**src/rtl/lcd_cursor.sv**
```systemverilog
// HD44780 8-bit write-only controller: power-up init, then digit writes and cursor shifts from buttons.
// Optional macro LCD_CURSOR_HOME_EN: both cursor buttons pressed together issue Return Home (0x02).
module lcd_cursor #(
   parameter int DELAY_CYCLES = 20,
   parameter int STEP_CYCLES  = 20
) (
   input  logic       clk,
   input  logic       rst,
   output logic       LCD_E,
   output logic       LCD_RS,
   output logic       LCD_RW,
   output logic [7:0] LCD_DATA,
   output logic [7:0] LED_out,
   input  logic [9:0] number_btn,
   input  logic [1:0] control_btn
);

   localparam int MAX_CYCLES = (DELAY_CYCLES > STEP_CYCLES) ? DELAY_CYCLES : STEP_CYCLES;
   localparam int CW         = $clog2(MAX_CYCLES + 1);

   // Encoding order matches the one-hot LED position (LED = 1 << state).
   typedef enum logic [2:0] {
      S_DELAY  = 3'd0,
      S_FSET   = 3'd1,
      S_DISP   = 3'd2,
      S_ENTRY  = 3'd3,
      S_CLEAR  = 3'd4,
      S_IDLE   = 3'd5,
      S_WRITE  = 3'd6,
      S_CURSOR = 3'd7
   } state_t;

   state_t          state_q, state_d;
   logic [CW-1:0]   cnt_q, cnt_d;
   logic            e_q, e_d;
   logic            rs_q, rs_d;
   logic [7:0]      data_q, data_d;
   logic [7:0]      led_q, led_d;
   logic [9:0]      num_prev_q;
   logic [1:0]      ctl_prev_q;

   logic [9:0]      num_edge_s;
   logic [1:0]      ctl_edge_s;
   logic [3:0]      digit_s;
   logic [7:0]      cursor_cmd_s;
   logic            delay_last_s;
   logic            step_last_s;
   logic            cmd_state_s;

   assign num_edge_s   = number_btn & ~num_prev_q;
   assign ctl_edge_s   = control_btn & ~ctl_prev_q;
   assign delay_last_s = (cnt_q == CW'(DELAY_CYCLES - 1));
   assign step_last_s  = (cnt_q == CW'(STEP_CYCLES - 1));

   // Lowest-index number edge wins.
   always_comb begin
      digit_s = 4'd0;
      for (int i = 9; i >= 0; i--) begin
         if (num_edge_s[i]) begin
            digit_s = 4'(i);
         end else begin
            digit_s = digit_s;
         end
      end
   end

   // Cursor command chosen from the control edges; left wins unless home is enabled.
   always_comb begin
      case (ctl_edge_s)
         2'b10:   cursor_cmd_s = 8'h14;
`ifdef LCD_CURSOR_HOME_EN
         2'b11:   cursor_cmd_s = 8'h02;
`endif
         default: cursor_cmd_s = 8'h10;
      endcase
   end

   // Next state and registered-output decode; outputs follow state_d so they switch with the state.
   always_comb begin
      state_d     = state_q;
      cnt_d       = cnt_q + CW'(1);
      rs_d        = rs_q;
      data_d      = data_q;
      led_d       = led_q;
      cmd_state_s = 1'b0;

      case (state_q)
         S_DELAY:  state_d = delay_last_s ? S_FSET  : S_DELAY;
         S_FSET:   state_d = step_last_s  ? S_DISP  : S_FSET;
         S_DISP:   state_d = step_last_s  ? S_ENTRY : S_DISP;
         S_ENTRY:  state_d = step_last_s  ? S_CLEAR : S_ENTRY;
         S_CLEAR:  state_d = step_last_s  ? S_IDLE  : S_CLEAR;
         S_IDLE: begin
            cnt_d = cnt_q;
            if (num_edge_s != 10'd0) begin
               state_d = S_WRITE;
            end else if (ctl_edge_s != 2'd0) begin
               state_d = S_CURSOR;
            end else begin
               state_d = S_IDLE;
            end
         end
         S_WRITE:  state_d = step_last_s ? S_IDLE : S_WRITE;
         S_CURSOR: state_d = step_last_s ? S_IDLE : S_CURSOR;
         default:  state_d = S_DELAY;
      endcase

      if (state_d != state_q) begin
         cnt_d = CW'(0);
         led_d = 8'h01 << state_d;
         case (state_d)
            S_FSET:   begin rs_d = 1'b0; data_d = 8'h38; end
            S_DISP:   begin rs_d = 1'b0; data_d = 8'h0F; end
            S_ENTRY:  begin rs_d = 1'b0; data_d = 8'h06; end
            S_CLEAR:  begin rs_d = 1'b0; data_d = 8'h01; end
            S_WRITE:  begin rs_d = 1'b1; data_d = 8'h30 + {4'd0, digit_s}; end
            S_CURSOR: begin rs_d = 1'b0; data_d = cursor_cmd_s; end
            default:  begin rs_d = 1'b0; data_d = 8'h00; end
         endcase
      end else begin
         led_d = led_q;
      end

      case (state_d)
         S_DELAY, S_IDLE: cmd_state_s = 1'b0;
         default:         cmd_state_s = 1'b1;
      endcase

      // Strobe sits strictly inside the step so RS/DATA have setup and hold around it.
      if (cmd_state_s && (cnt_d >= CW'(1)) && (cnt_d <= CW'(STEP_CYCLES / 2))) begin
         e_d = 1'b1;
      end else begin
         e_d = 1'b0;
      end
   end

   // State, counter and output registers.
   always_ff @(posedge clk) begin
      if (rst) begin
         state_q <= S_DELAY;
         cnt_q   <= CW'(0);
         e_q     <= 1'b0;
         rs_q    <= 1'b0;
         data_q  <= 8'h00;
         led_q   <= 8'h01;
      end else begin
         state_q <= state_d;
         cnt_q   <= cnt_d;
         e_q     <= e_d;
         rs_q    <= rs_d;
         data_q  <= data_d;
         led_q   <= led_d;
      end
   end

   // Previous-sample registers for edge detection; they track the buttons in every state.
   always_ff @(posedge clk) begin
      if (rst) begin
         num_prev_q <= 10'd0;
         ctl_prev_q <= 2'd0;
      end else begin
         num_prev_q <= number_btn;
         ctl_prev_q <= control_btn;
      end
   end

   assign LCD_E    = e_q;
   assign LCD_RS   = rs_q;
   assign LCD_RW   = 1'b0;
   assign LCD_DATA = data_q;
   assign LED_out  = led_q;

endmodule

```
**config.mk**
```make
export PLATFORM = sky130hd
export DESIGN_NAME = lcd_cursor
export DESIGN_NICKNAME = d
export VERILOG_FILES = /design/src/rtl/lcd_cursor.sv
export SDC_FILE = /design/constraint.sdc
export NUM_CORES = 1
export LEC_CHECK = 0
export ABC_AREA = 1
export CELL_PAD_IN_SITES_DETAIL_PLACEMENT = 1
export CELL_PAD_IN_SITES_GLOBAL_PLACEMENT = 2
export CORE_MARGIN = 8
export CORE_UTILIZATION = 28
export DETAILED_ROUTE_END_ITERATION = 6
export GPL_TIMING_DRIVEN = 0
export PLACE_DENSITY = 0.79
export SLEW_MARGIN = 5
export SYNTH_ARGS = -nofsm -noshare
export SYNTH_HDL_FRONTEND = slang
export SYNTH_SLANG_ARGS = --single-unit
```
**constraint.sdc**
```tcl
create_clock -name clk -period 2.1 [get_ports clk]
set_clock_uncertainty 0.2 [all_clocks]
set_input_delay 0.525 -clock clk [delete_from_list [all_inputs] [get_ports clk]]
set_output_delay 0.525 -clock clk [all_outputs]
set_load 0.01 [all_outputs]
```
; ---- Word level (Yosys, flattened, before mapping)
; Index checks and enable logic that the tools add are counted.
[totals]
word_cells = 68
mem_count = 0
mem_bits_rw = 0
in_bits = 14
latch_bits = 0
mem_bits_ro = 0
register_bits = 38
output_inout_bits = 19
[op_classes]
mul = 0
n_eq_ne = 17
n_addsub = 2
magnitude_cmp = 2
n_div = 0
shift = 1
muxes = 27
n_reduce_logical = 7
n_bitwise = 4
[ops]
columns = operator, n
row1 = one-hot mux 8 bit (6 select lines), 1
row2 = two-way mux 4 bit, 10
row3 = == test 3 bit (second input constant), 8
row4 = one-hot mux 3 bit (8 select lines), 1
row5 = == test 3 x 2 -> 1 bit (second input constant), 4
row6 = bitwise AND 10 bit, 1
row7 = two-way mux 2 bit, 5
row8 = two-way mux 5 bit, 2
row9 = NOT 10 bit, 1
row10 = nonzero test 10 bit, 1
row11 = << shifter 1 x 3 -> 8 bit (first input constant), 1
row12 = adder 6 x 4 -> 7 bit (first input constant), 1
row13 = == test 3 x 1 -> 1 bit (second input constant), 2
row14 = zero test 3 bit, 2
row15 = two-way mux 1 bit, 6
row16 = two-way mux 3 bit, 2
row17 = adder 5 x 1 -> 5 bit (second input constant), 1
row18 = == test 5 bit (second input constant), 1
row19 = greater-or-equal comparator 5 x 1 -> 1 bit (second input constant), 1
row20 = less-or-equal comparator 5 x 4 -> 1 bit (second input constant), 1
row21 = inequality test 3 bit, 1
row22 = bitwise AND 2 bit, 1
row23 = == test 2 bit (second input constant), 1
row24 = logical AND 1 bit, 2
row25 = other kinds (3), 3

; ---- Depth between registers and ports, before layout
[depth]
depth_word = 14
mapped_depth = 14
depth_no_buf = 14

; ---- Worst setup path before layout
; OpenSTA, ideal clock, no wires.
[synth_path]
path_kind = input to register
startpoint = input port number_btn[1]
endpoint = register led_q[5], in the netlist LED_out[5]
required_ns = 1.781
stages = 11
setup_time_ns = 0.119
path_buffers = 1
slack_ns = 0.170
arrival_ns = 1.610
path_cell_list = nand2_1 > nand2_1 > nor2_2 > nand4_1 > nand2_1 > nand2_2 > nand2_2 > nand3_4 > buf_4 > o21ai_0 > a21oi_1
[synth_via]
elab_chain_cells = 5
elab_cells_between_ends = 6
cone_classes = eq/ne (1) / shift (1) / mux (2) / bitwise (1) / reduce/logical (1)
[synth_rtl]
columns = element, line
row1 = from (decl), 14  ; input logic [9:0] number_btn,
row2 = bitwise AND 10 bit *, 50  ; assign num_edge_s = number_btn & ~num_prev_q;
row3 = nonzero test 10 bit *, 95  ; if (num_edge_s != 10'd0) begin
row4 = two-way mux 2 bit *, 95
row5 = one-hot mux 3 bit (8 select lines) *, 87  ; case (state_q)
row6 = inequality test 3 bit or << shifter 1 x 3 -> 8 bit (tied branches), "108, 110"
row7 = to (signal assigned), 152  ; led_q <= led_d;
row8 = to (decl), 38  ; logic [7:0] led_q, led_d;
; Every way passes the cells marked *; elsewhere a longest branch is shown, timed or not.
; A chain may end at the register's enable or synchronous reset.

; ---- Final worst setup path
[layout_path]
startpoint = register led_q[6], in the netlist LED_out[6]
endpoint = output port LED_out[6]
[layout_lines]
columns = element, line
row1 = to (decl), 13  ; output logic [7:0] LED_out,
; No word-level cell between the ends.

==> results.sh <==
export IMPL_status="completed"
export IMPL_numCtsBuffers=5
export IMPL_fmax_ghz=0.494
export IMPL_syn_avg_cell_area_sq_um=7.10
export IMPL_die_y_microns=95.1
export IMPL_syn_to_final_growth_pct=46.4
export IMPL_ant_nets=0
export IMPL_place_area_sq_mm=0.00215
export IMPL_power_density_mw_per_mm2=522
export IMPL_post_drt_via_cell_ratio=4.37
export IMPL_ir_worst_vdd_v=0.000266
export IMPL_cts_root_buf="clkbuf_8"
export IMPL_fillCellCount=790
export IMPL_gp_congestion=0.727
export IMPL_htree_levels=2
export IMPL_drt_total_wl_microns=4860
export IMPL_grt_max_degree=11
export IMPL_synth_seq_area_share_pct=40.0
export IMPL_worst_setup_path_end_kind="output port"
export IMPL_yosysTopAreaCellShare_pct=40.0
export IMPL_met1_usage_pct=13.0
export IMPL_cts_sinks=35
export IMPL_dp_hpwl_microns=3460
export IMPL_final_util_pct=41.4
export IMPL_post_route_period_util_pct=96.4
export IMPL_clkSlewWorstSetupHoldPaths_ns=0.07
export IMPL_hold_violations=0
export IMPL_design_area_sq_mm=0.00257
export IMPL_num_rows=29
export IMPL_async_reset_ff_share_pct=0
export IMPL_synth_most_common_cell="nand2_1"
export IMPL_netlist_instances=247
export IMPL_hold_path_class="flip-flop to flip-flop"
export IMPL_stdcell_count=392
export IMPL_grt_pass1_wl_microns=8150
export IMPL_drive_above_1_share_pct=30.5
export IMPL_io_pin_count=33
export IMPL_setup_tns_ns=0
export IMPL_slew_viol_final=0
export IMPL_worstPathArrival_ns=1.30
export IMPL_synth_seq_cells=35
export IMPL_overflow=0
export IMPL_netlist_area_sq_mm=0.00175
export IMPL_synth_cell_types=36
export IMPL_worst_path_max_fanout=3
export IMPL_diodes=0
export IMPL_fin_crit_ns=2.02
export IMPL_max_slew_margin_rel_pct=60.6
export IMPL_yosys_area_top_type="dfxtp_1"
export IMPL_drt_iter0_markers=46
export IMPL_num_vias=1712
export IMPL_post_drt_wl_per_cell_microns=12.4
export IMPL_groute_usage_overall_pct=11.5
export IMPL_start_kind="flip-flop"
export IMPL_tightest_slew_ns=0.591
export IMPL_ys_flop_type="dfxtp_1"
export IMPL_firstDrtPassIters=4
export IMPL_start_util_pct=28.3
export IMPL_worstPathRequired_ns=1.37
export IMPL_critPathKind="flip-flop to output port"
export IMPL_die_x_microns=95.1
export IMPL_grt_pass1_vias=1796
export IMPL_dp_cells=355
export IMPL_rsz0062_at_grt="yes"
export IMPL_cts_tree="built"
export IMPL_synth_area_leaders="dfxtp_1 (40%), nand2_1 (11%), inv_1 (9.0%)"
export IMPL_nNetsFinal=329
export IMPL_finalSetupViolCount=0
export IMPL_core_area_sq_mm=0.00620
export IMPL_p_leak_nw=1.19
export IMPL_top_usage_layer="met2"
export IMPL_die_area_sq_mm=0.00905
export IMPL_portBuffers=29
export IMPL_synth_warnings=0
export IMPL_clk_latency_ns=0.29
export IMPL_grtUsageMet2_pct=19.3
export IMPL_route_detailed_drc=0
export IMPL_synth_common_cells="nand2_1 (51), inv_1 (42), dfxtp_1 (35)"
export IMPL_cap_violations=0
export IMPL_antenna_found_initial=0
export IMPL_met3_usage_pct=2.83
export IMPL_cts_hold_buf=0
export IMPL_clock_path_buffers=2
export IMPL_synth_edff_count=0
==> critical path, cell delays in order (launching register included) <==
cell             delay (ns)
dfxtp_1                0.37
buf_4                  0.12
clkdlybuf4s50_1        0.53
==> report_power, final <==
group	switching, mW	internal [mW]
clock	0.242	0.233
sequential	0.00920	0.682
combinational	0.0919	0.0818
total	0.343	0.996
==> timing repair <==
item / 4_1_cts / 5_1_grt
endpoints found under the setup margin: 19 / 17
resized for setup: 30 / 21
setup buffers: 24 / 4
cloned: 1 / 0
pin swaps: 23 / 9
==> flip-flops by register name, summed over array words and instances (netlist names) <==
name        count
num_prev_q     10
LED_out         8
LCD_DATA        6
cnt_q           5
state_q         3
ctl_prev_q      2
LCD_E           1
==> cells by family after synthesis <==
logic type | Yosys count | share of synthesized area [%]
compound gates | 29 | 10.8
fa+ha+maj | 1 | 0.714
other cells | 1 | 0.214
buf+inv | 56 | 14.3
simple gates | 122 | 32.5
xor+xnor | 3 | 1.50
flops | 35 | 40.0
==> layout by cell type, fill, tap and decap left out, drive strengths merged <==
master	instances
a22oi	1
nand2	66
nor3	4
nand3	10
clkinv	2
dlymetal6s2s	1
nand4	6
clkdlybuf4s50	17
o31ai	1
a31oi	1
xnor2	1
o21ai	8
clkbuf	10
conb	3
nand3b	1
o211ai	1
nor4	1
xor2	2
o21bai	1
dlygate4sd2	10
buf	36
o22ai	1
ha	1
nor2	34
dfxtp	35
inv	46
a21oi	15
==> final cells by class <==
| cell class | instances | area [sq um] | share of cell area, % |
|---|---|---|---|
| Tap cell | 77 | 96.3 | 3.75 |
| Inverter | 47 | 185 | 7.22 |
| Timing Repair Buffer | 58 | 517 | 20.1 |
| Sequential cell | 35 | 704 | 27.5 |
| Buffer | 9 | 72.6 | 2.83 |
| Multi-Input combinational cell | 158 | 910 | 35.4 |
| Clock inverter | 1 | 5.00 | 0.195 |
| Clock buffer | 7 | 76.3 | 2.97 |
==> path summary, 6_finish.rpt <==
path / startpoint / end / slack, ns / cells past startpoint
hold / removal: LED_out[0]$_SDFFE_PP1P_ / LED_out[0]$_SDFFE_PP1P_ / 0.25 / 2
setup reg to reg: cnt_q[0]$_SDFF_PP0_ / LCD_E$_SDFF_PP0_ / 0.10 / 11
setup / recovery: LED_out[6]$_SDFFE_PP0P_ / LED_out[6] / 0.08 / 2
hold reg to reg: LED_out[0]$_SDFFE_PP1P_ / LED_out[0]$_SDFFE_PP1P_ / 0.25 / 2
==> metal layers <==
metal	vias up	part of all wire [%]
met3	11	3.3
li1	889	-
met4	0	2.8
met1	783	43
met5	-	0
met2	29	51
==> metrics by stage <==
step           hold slack [ns]  worst slack, ns  power (mW)
2_1_floorplan            0.269            0.170       0.782
3_3_place_gp             0.234           -0.530       0.828
3_5_place_dp             0.235           -0.554       0.833
4_1_cts                  0.250          0.00413        1.34
5_1_grt                  0.270          -0.0435        1.41
6_report                 0.245           0.0757        1.34
No activity file was read; power rests on OpenSTA's default activity.
